`config.mk`:
```
export PLATFORM = sky130hd
export DESIGN_NAME = turfio_aurora_reset_seq_flat
export DESIGN_NICKNAME = d
export VERILOG_FILES = /design/src/rtl/turfio_aurora_reset_seq_if.sv /design/src/rtl/turfio_aurora_reset_seq.sv /design/src/flat_wrapper.sv
export SDC_FILE = /design/constraint.sdc
export NUM_CORES = 1
export LEC_CHECK = 0
export CAP_MARGIN = 0
export CORE_UTILIZATION = 59
export DETAILED_ROUTE_END_ITERATION = 7
export GPL_TIMING_DRIVEN = 0
export PLACE_DENSITY = 0.86
export SYNTH_ARGS = -nofsm -noshare
export SYNTH_HDL_FRONTEND = slang
export SYNTH_SLANG_ARGS = --single-unit
```
`constraint.sdc`:
```
create_clock -name user_clk_o -period 6.58 [get_ports user_clk_o]
set_clock_uncertainty 0.2 [all_clocks]
set_input_delay 0.658 -clock user_clk_o [delete_from_list [all_inputs] [get_ports user_clk_o]]
set_output_delay 0.658 -clock user_clk_o [all_outputs]
set_load 0.03 [all_outputs]
```
`src/rtl/turfio_aurora_reset_seq_if.sv`:
```
// rtl/turfio_aurora_reset_seq_if.sv - Aurora reset sequencer link/control signal bundle
interface turfio_aurora_reset_seq_if;
    logic       pll_not_locked_i;
    logic       channel_up_i;
    logic       force_reset_i;
    logic       pma_init_o;
    logic       reset_pb_o;
    logic       link_ok_o;
    logic [7:0] retry_count_o;
    logic [2:0] state_o;

    modport master (
        input  pll_not_locked_i,
        input  channel_up_i,
        input  force_reset_i,
        output pma_init_o,
        output reset_pb_o,
        output link_ok_o,
        output retry_count_o,
        output state_o
    );

    modport slave (
        output pll_not_locked_i,
        output channel_up_i,
        output force_reset_i,
        input  pma_init_o,
        input  reset_pb_o,
        input  link_ok_o,
        input  retry_count_o,
        input  state_o
    );
endinterface

```
`src/rtl/turfio_aurora_reset_seq.sv`:
```
// rtl/turfio_aurora_reset_seq.sv - TURFIO Aurora pma_init/reset_pb sequencer with link supervision (optional AURORA_RESET_SEQ_DEBOUNCE_EN)
module turfio_aurora_reset_seq #(
    parameter int HOLD_CYCLES  = 64,
    parameter int WAIT_TIMEOUT = 1048576
) (
    input  logic                             user_clk_o,
    input  logic                             bufg_gt_clr_i,
    turfio_aurora_reset_seq_if.master        bus
);
    localparam int MAX_CYC = (HOLD_CYCLES > WAIT_TIMEOUT) ? HOLD_CYCLES : WAIT_TIMEOUT;
    localparam int CW      = $clog2(MAX_CYC) + 1;
    localparam logic [CW-1:0] HOLD_LAST = CW'(HOLD_CYCLES - 1);
    localparam logic [CW-1:0] WAIT_LAST = CW'(WAIT_TIMEOUT - 1);

    typedef enum logic [2:0] {
        ST_RESET   = 3'd0,
        ST_PMA_REL = 3'd1,
        ST_WAIT_UP = 3'd2,
        ST_UP      = 3'd3
    } state_t;

    state_t          state, state_n;
    logic [CW-1:0]   cnt;
    logic            cnt_clr;
    logic            retry_inc;
    logic            force_meta, force_sync, force_prev;
    logic            force_evt;
    logic            up_qual, down_qual;

    assign force_evt = force_sync & ~force_prev;

    // Two-flop synchroniser on the software reset request plus an edge flop
    always_ff @(posedge user_clk_o or posedge bufg_gt_clr_i) begin
        if (bufg_gt_clr_i) begin
            force_meta <= 1'b0;
            force_sync <= 1'b0;
            force_prev <= 1'b0;
        end else begin
            force_meta <= bus.force_reset_i;
            force_sync <= force_meta;
            force_prev <= force_sync;
        end
    end

`ifdef AURORA_RESET_SEQ_DEBOUNCE_EN
    logic [8:0] qual_cnt;
    logic       qual_match;

    // Qualifier counts consecutive cycles of the level that would move the FSM on
    assign qual_match = ((state == ST_WAIT_UP) &&  bus.channel_up_i) ||
                        ((state == ST_UP)      && !bus.channel_up_i);
    assign up_qual    = (state == ST_WAIT_UP) &&  bus.channel_up_i && (qual_cnt == 9'd255);
    assign down_qual  = (state == ST_UP)      && !bus.channel_up_i && (qual_cnt == 9'd15);

    // Restart qualification on any state change or when the level breaks
    always_ff @(posedge user_clk_o or posedge bufg_gt_clr_i) begin
        if (bufg_gt_clr_i)
            qual_cnt <= 9'd0;
        else if ((state_n != state) || !qual_match)
            qual_cnt <= 9'd0;
        else
            qual_cnt <= qual_cnt + 9'd1;
    end
`else
    assign up_qual   =  bus.channel_up_i;
    assign down_qual = ~bus.channel_up_i;
`endif

    // Next-state decode: PLL loss and software reset override the normal sequence
    always_comb begin
        state_n   = state;
        cnt_clr   = 1'b0;
        retry_inc = 1'b0;
        if (bus.pll_not_locked_i) begin
            state_n = ST_RESET;
            cnt_clr = 1'b1;
        end else if (force_evt) begin
            state_n = ST_RESET;
            cnt_clr = 1'b1;
        end else begin
            case (state)
                ST_RESET:   if (cnt == HOLD_LAST) state_n = ST_PMA_REL;
                ST_PMA_REL: if (cnt == HOLD_LAST) state_n = ST_WAIT_UP;
                ST_WAIT_UP: begin
                    if (up_qual) begin
                        state_n = ST_UP;
                    end else if (cnt == WAIT_LAST) begin
                        state_n   = ST_RESET;
                        retry_inc = 1'b1;
                    end
                end
                ST_UP: begin
                    if (down_qual) begin
                        state_n   = ST_RESET;
                        retry_inc = 1'b1;
                    end
                end
                default:    state_n = ST_RESET;
            endcase
        end
    end

    // State, shared phase counter and registered outputs all update together
    always_ff @(posedge user_clk_o or posedge bufg_gt_clr_i) begin
        if (bufg_gt_clr_i) begin
            state             <= ST_RESET;
            cnt               <= '0;
            bus.pma_init_o    <= 1'b1;
            bus.reset_pb_o    <= 1'b1;
            bus.link_ok_o     <= 1'b0;
            bus.retry_count_o <= 8'd0;
            bus.state_o       <= 3'd0;
        end else begin
            state <= state_n;
            if (cnt_clr || (state_n != state))
                cnt <= '0;
            else
                cnt <= cnt + CW'(1);
            if (retry_inc && (bus.retry_count_o != 8'hFF))
                bus.retry_count_o <= bus.retry_count_o + 8'd1;
            bus.pma_init_o <= (state_n == ST_RESET);
            bus.reset_pb_o <= (state_n == ST_RESET) || (state_n == ST_PMA_REL);
            bus.link_ok_o  <= (state_n == ST_UP);
            bus.state_o    <= state_n;
        end
    end
endmodule

```
`src/flat_wrapper.sv`:
```
// flat-port wrapper written by rule: the top's interface ports become plain ports
module turfio_aurora_reset_seq_flat 
#(
    parameter int HOLD_CYCLES  = 64,
    parameter int WAIT_TIMEOUT = 1048576
)
  (user_clk_o, bufg_gt_clr_i, bus_pll_not_locked_i, bus_channel_up_i, bus_force_reset_i, bus_pma_init_o, bus_reset_pb_o, bus_link_ok_o, bus_retry_count_o, bus_state_o);
  turfio_aurora_reset_seq_if bus_i ();
  input  logic user_clk_o;
  input  logic bufg_gt_clr_i;
  input wire logic [$bits(bus_i.pll_not_locked_i)-1:0] bus_pll_not_locked_i;
  input wire logic [$bits(bus_i.channel_up_i)-1:0] bus_channel_up_i;
  input wire logic [$bits(bus_i.force_reset_i)-1:0] bus_force_reset_i;
  output wire logic [$bits(bus_i.pma_init_o)-1:0] bus_pma_init_o;
  output wire logic [$bits(bus_i.reset_pb_o)-1:0] bus_reset_pb_o;
  output wire logic [$bits(bus_i.link_ok_o)-1:0] bus_link_ok_o;
  output wire logic [$bits(bus_i.retry_count_o)-1:0] bus_retry_count_o;
  output wire logic [$bits(bus_i.state_o)-1:0] bus_state_o;
  assign bus_i.pll_not_locked_i = bus_pll_not_locked_i;
  assign bus_i.channel_up_i = bus_channel_up_i;
  assign bus_i.force_reset_i = bus_force_reset_i;
  assign bus_pma_init_o = bus_i.pma_init_o;
  assign bus_reset_pb_o = bus_i.reset_pb_o;
  assign bus_link_ok_o = bus_i.link_ok_o;
  assign bus_retry_count_o = bus_i.retry_count_o;
  assign bus_state_o = bus_i.state_o;
  turfio_aurora_reset_seq #(.HOLD_CYCLES(HOLD_CYCLES), .WAIT_TIMEOUT(WAIT_TIMEOUT)) u_core (.user_clk_o(user_clk_o), .bufg_gt_clr_i(bufg_gt_clr_i), .bus(bus_i));
endmodule
```
After elaboration in Yosys (flattened, before gate mapping):

Cells that the tools add are included.

* $lt $le $gt $ge: 0
* reduce and logical (&&, ||, !) cells: 5
* $add $sub $neg: 2
* shifts and indexed selects: 0
* multipliers: 0
* eq/ne operators: 9
* mux-type cells: 17
* bitwise gates (word level): 2
* div/mod/pow operators: 0

Operator list (number)
* 21-bit by 1-bit adder with 21-bit output, second input constant: 1
* 21-bit by 20-bit equality test with 1-bit output, second input constant: 1
* 21-bit by 6-bit equality test with 1-bit output, second input constant: 1
* 21-bit 2-to-1 mux: 1
* 3-bit 2-to-1 mux: 7
* 3-bit case mux with 4 select lines: 1
* 3-bit by 2-bit equality test with 1-bit output, second input constant: 3
* 8-bit by 1-bit adder with 8-bit output, second input constant: 1
* 8-bit != test, second input constant: 1
* 1-bit 2-to-1 mux: 7
* 3-bit by 1-bit equality test with 1-bit output, second input constant: 2
* 3-bit logical NOT: 2
* 3-bit != test: 1
* 1-bit logical OR: 2
* 1-bit case mux with 2 select lines: 1
* 1-bit AND: 1
* 1-bit logical AND: 1
* 1-bit inverter: 1

* memory bits (writable): 0
* memories: 0
* bits of input ports: 5
* output and inout port bits: 14
* bits in latches: 0
* register bits: 38
* word-level logic and storage cells: 44
* ROM bits: 0

Longest topological paths before layout:

* depth after elaboration: 9
* depth in mapped cells: 8
* gate-level depth less buffers: 6

Least setup slack after synthesis:

No wires, ideal clock.

* path kind: input to register
* start: in bus_pll_not_locked_i
* end: reg u_core.cnt[10]
* required time: 6.309 ns
* stages on the path: 5
* arrival time: 2.104 ns
* path buffers: 1
* setup time: 0.071 ns
* slack: 4.204 ns
* cells stage by stage: or4b_4 -> or4_4 -> a2bb2oi_2 -> buf_6 -> nor2_1

* word-level cells in the longest chain between the ends: 4
* elaborated cells between the ends (all ways): 5
* classes of those cells: eq/ne (1); mux (3); reduce/logical (1)

Ends and longest elaborated chain
* from (decl): line flat_wrapper.sv:11 `input wire logic [$bits(bus_i.pll_not_locked_i)-1:0] bus_pll_not_locked_i;`
* 3-bit 2-to-1 mux: line turfio_aurora_reset_seq.sv:74 `if (bus.pll_not_locked_i) begin`
* 3-bit != test: line turfio_aurora_reset_seq.sv:115 `if (cnt_clr || (state_n != state))`
* 1-bit logical OR (*): line turfio_aurora_reset_seq.sv:115
* 21-bit 2-to-1 mux (*): line turfio_aurora_reset_seq.sv:115
* to (signal assigned): line turfio_aurora_reset_seq.sv:118 `cnt <= cnt + CW'(1);`
* to (decl): line turfio_aurora_reset_seq.sv:23 `logic [CW-1:0] cnt;`

Every way passes the cells marked *; elsewhere a longest branch is shown, timed or not.
A chain may end at the register's enable or synchronous reset.

Worst setup path after layout:

* start: in bus_pll_not_locked_i
* end: reg u_core.cnt[13]

The elaborated chain is that of the path after synthesis.

==> flow_summary.ini <==
[clock_network]
post_cts_resized = 0
root_buffer = clkbuf_4
clk_path_buf_depth = 2
cts_tree = done
postCtsSetupBuffers = 0
numClockSinks = 38
worst_skew_pair.late_latency_ns = 0.36
htreeDepth = 2
path_clk_slew_ns = 0.11
hold_buffers = 0
cts_buffers = 5

[finish]
mostFrequentLayoutCells = dfrtp_1, nor2_1, clkdlybuf4s50_1, xor2_1, nand2_1
nNetsFinal = 204
fillers = 205
final_common_cell = dfrtp_1
drive_gt1_frac = 0.0960
diodes = 0
syn_to_final_growth_pct = 18.5

[routing]
drtPass1Iterations = 6
first_iter_violations = 40
wl_per_cell_um = 14.7
drt-total-wl_um = 3380
avgViaCountPerCell = 5.85
drc = 6
vias = 1340
ant_nets = 0

[critical_path]
path_class = in2reg
reg2reg_depth = 7
required_ns = 6.67
end_kind = flop
cp-startpoint = bus_pll_not_locked_i
regToRegEndpoint = u_core.bus.retry_count_o[1]$_DFFE_PP0P_
rrSetupSlack_ns = 4.19
crit_arrival_ns = 2.69
worst-path-max-fanout = 10
startpoint_type = primary input
r2r_start = u_core.cnt[0]$_DFF_PP0_

[pwr]
power_density_mw_per_mm2 = 217
ir_drop_v = 0.000152
total_leakage_power_nw = 0.938
power.total_w = 0.000461

[synthesis]
synth.distinct_cells = 32
synthCells = 172
synth-edff-count = 0
syn_avg_cell_area_um2 = 10.4
synth_seq_cells = 38
syn_nets = 179
syn_area_mm2 = 0.00179
yosysWarningCount = 0
synth_ff_type = dfrtp_1
seq_area_frac_synth = 0.533
synth_async_sr_flop_share = 1.00

[timing]
min_period_ns = 2.60
fin_ws_ns = 3.98
worst_pin_slew_ns = 0.778
final_hold_viol_count = 0
fmax_mhz = 385
setup_viol = 0
timing.final.crit_share = 0.395
rsz0062_at_grt = false
finalSetupTns_ns = 0
slew_viol_final = 0
slew_headroom = 0.481

[hold_path]
hold_path_end = u_core.force_sync$_DFF_PP0_
worstHoldStart = u_core.force_meta$_DFF_PP0_
min_path_cells = 0
hold_path.class = reg2reg

[floorplan]
fp.coreArea_mm2 = 0.00281
initial_core_util = 0.638
dieArea_mm2 = 0.00326
rows = 19
io_pins = 19
die_y_um = 57.1
die_w_um = 57.1

[global_route]
grt-ovfl-total = 0
grt_pass1_vias = 1380
grt_max_degree = 39
grt_pass1_wl_um = 5980
antenna_found_initial = 0
grt_use_total = 0.242

[placed_design]
hpwl_um = 2310
dp_slack_ns = 3.61
port_buffers = 18
gp_congestion = 0.841

[outcome]
outcome = finished with violations
violations = design-rule violations

[run]
max_cap_viol_count = 0
## final cells by class
type	instances	area, µm²	share of cell area
Clock buffer	6	51.3	0.0242
Tap cell	31	38.8	0.0183
Buffer	3	26.3	0.0124
Inverter	5	18.8	0.00885
Sequential cell	38	953	0.450
Multi-Input combinational cell	126	791	0.373
Timing Repair Buffer	18	180	0.0850
Clock inverter	2	60.1	0.0283
## how the worst max path moves through the flow
stage                               end  slack [ns]  cells past startpoint
3_5_place_dp    u_core.cnt[5]$_DFF_PP0_        3.61                      6
3_3_place_gp   u_core.cnt[16]$_DFF_PP0_        3.67                      6
2_1_floorplan  u_core.cnt[10]$_DFF_PP0_        4.20                      5
4_1_cts         u_core.cnt[5]$_DFF_PP0_        3.98                      6
6_report       u_core.cnt[13]$_DFF_PP0_        3.98                      6
5_1_grt         u_core.cnt[8]$_DFF_PP0_        3.93                      6
## state kept, by name (all words and copies together), names as in the netlist
signal / cells
u_core.bus.state_o: 3
u_core.cnt: 21
u_core.bus.pma_init_o: 1
u_core.force_prev: 1
u_core.force_sync: 1
u_core.bus.reset_pb_o: 1
u_core.force_meta: 1
u_core.bus.retry_count_o: 8
u_core.bus.link_ok_o: 1
## synth_stat cells, types with 2 or more instances
| cell type | count | area [µm²] |
|---|---|---|
| xor2_1 | 15 | 131 |
| ha_1 | 2 | 25.0 |
| and3_1 | 3 | 18.8 |
| nor3_1 | 8 | 40.0 |
| dfrtp_1 | 36 | 901 |
| nor4_1 | 7 | 43.8 |
| nand4_1 | 7 | 43.8 |
| dfstp_2 | 2 | 52.6 |
| buf_6 | 2 | 22.5 |
| nor2_1 | 30 | 113 |
| nand2_1 | 13 | 48.8 |
| nand3_1 | 9 | 45.0 |
| xnor2_1 | 12 | 105 |
| nor2b_1 | 2 | 12.5 |
| and4_1 | 3 | 26.3 |
| inv_1 | 5 | 18.8 |
## metal layers
| metal | track usage | vias up | share of wire |
|---|---|---|---|
| li1 | - | 645 | - |
| met1 | 0.287 | 653 | 0.43 |
| met2 | 0.413 | 33 | 0.51 |
| met3 | 0.0522 | 9 | 0.038 |
| met4 | 0.125 | 0 | 0.024 |
| met5 | 0 | - | 0 |
## worst max-delay path, cell delays in order
cell             delay (ns)
clkdlybuf4s50_1        0.44
or4b_4                 0.57
or4_4                  0.53
a2bb2oi_2              0.17
buf_6                  0.19
nor2_1                 0.12
## power by group
group	internal, W	total (W)	leakage [nW]	switching, W
Clock	0.000129	0.000210	0.0585	0.0000809
Combinational	0.00000530	0.0000147	0.370	0.00000942
Sequential	0.000235	0.000237	0.509	0.00000130
Total	0.000369	0.000461	0.938	0.0000917
## per-stage QoR
stage	util	cells	hold slack (ns)	area, µm²
finish	0.756	229	0.163	2120
global route	0.756	229	0.172	2120
CTS	0.756	229	0.166	2120
detailed placement	0.716	221	0.139	2010
global placement	0.716	221	0.135	2010
floorplan	-	172	0.131	1790
## cells by family after synthesis
family | share of synthesized area
compound gates | 0.0357
xor+xnor | 0.132
fa+ha+maj | 0.0140
buf+inv | 0.0252
flops | 0.533
mux | 0.00629
other cells | 0.00210
simple gates | 0.252
Note: power is estimated with default switching activity, not from simulation.
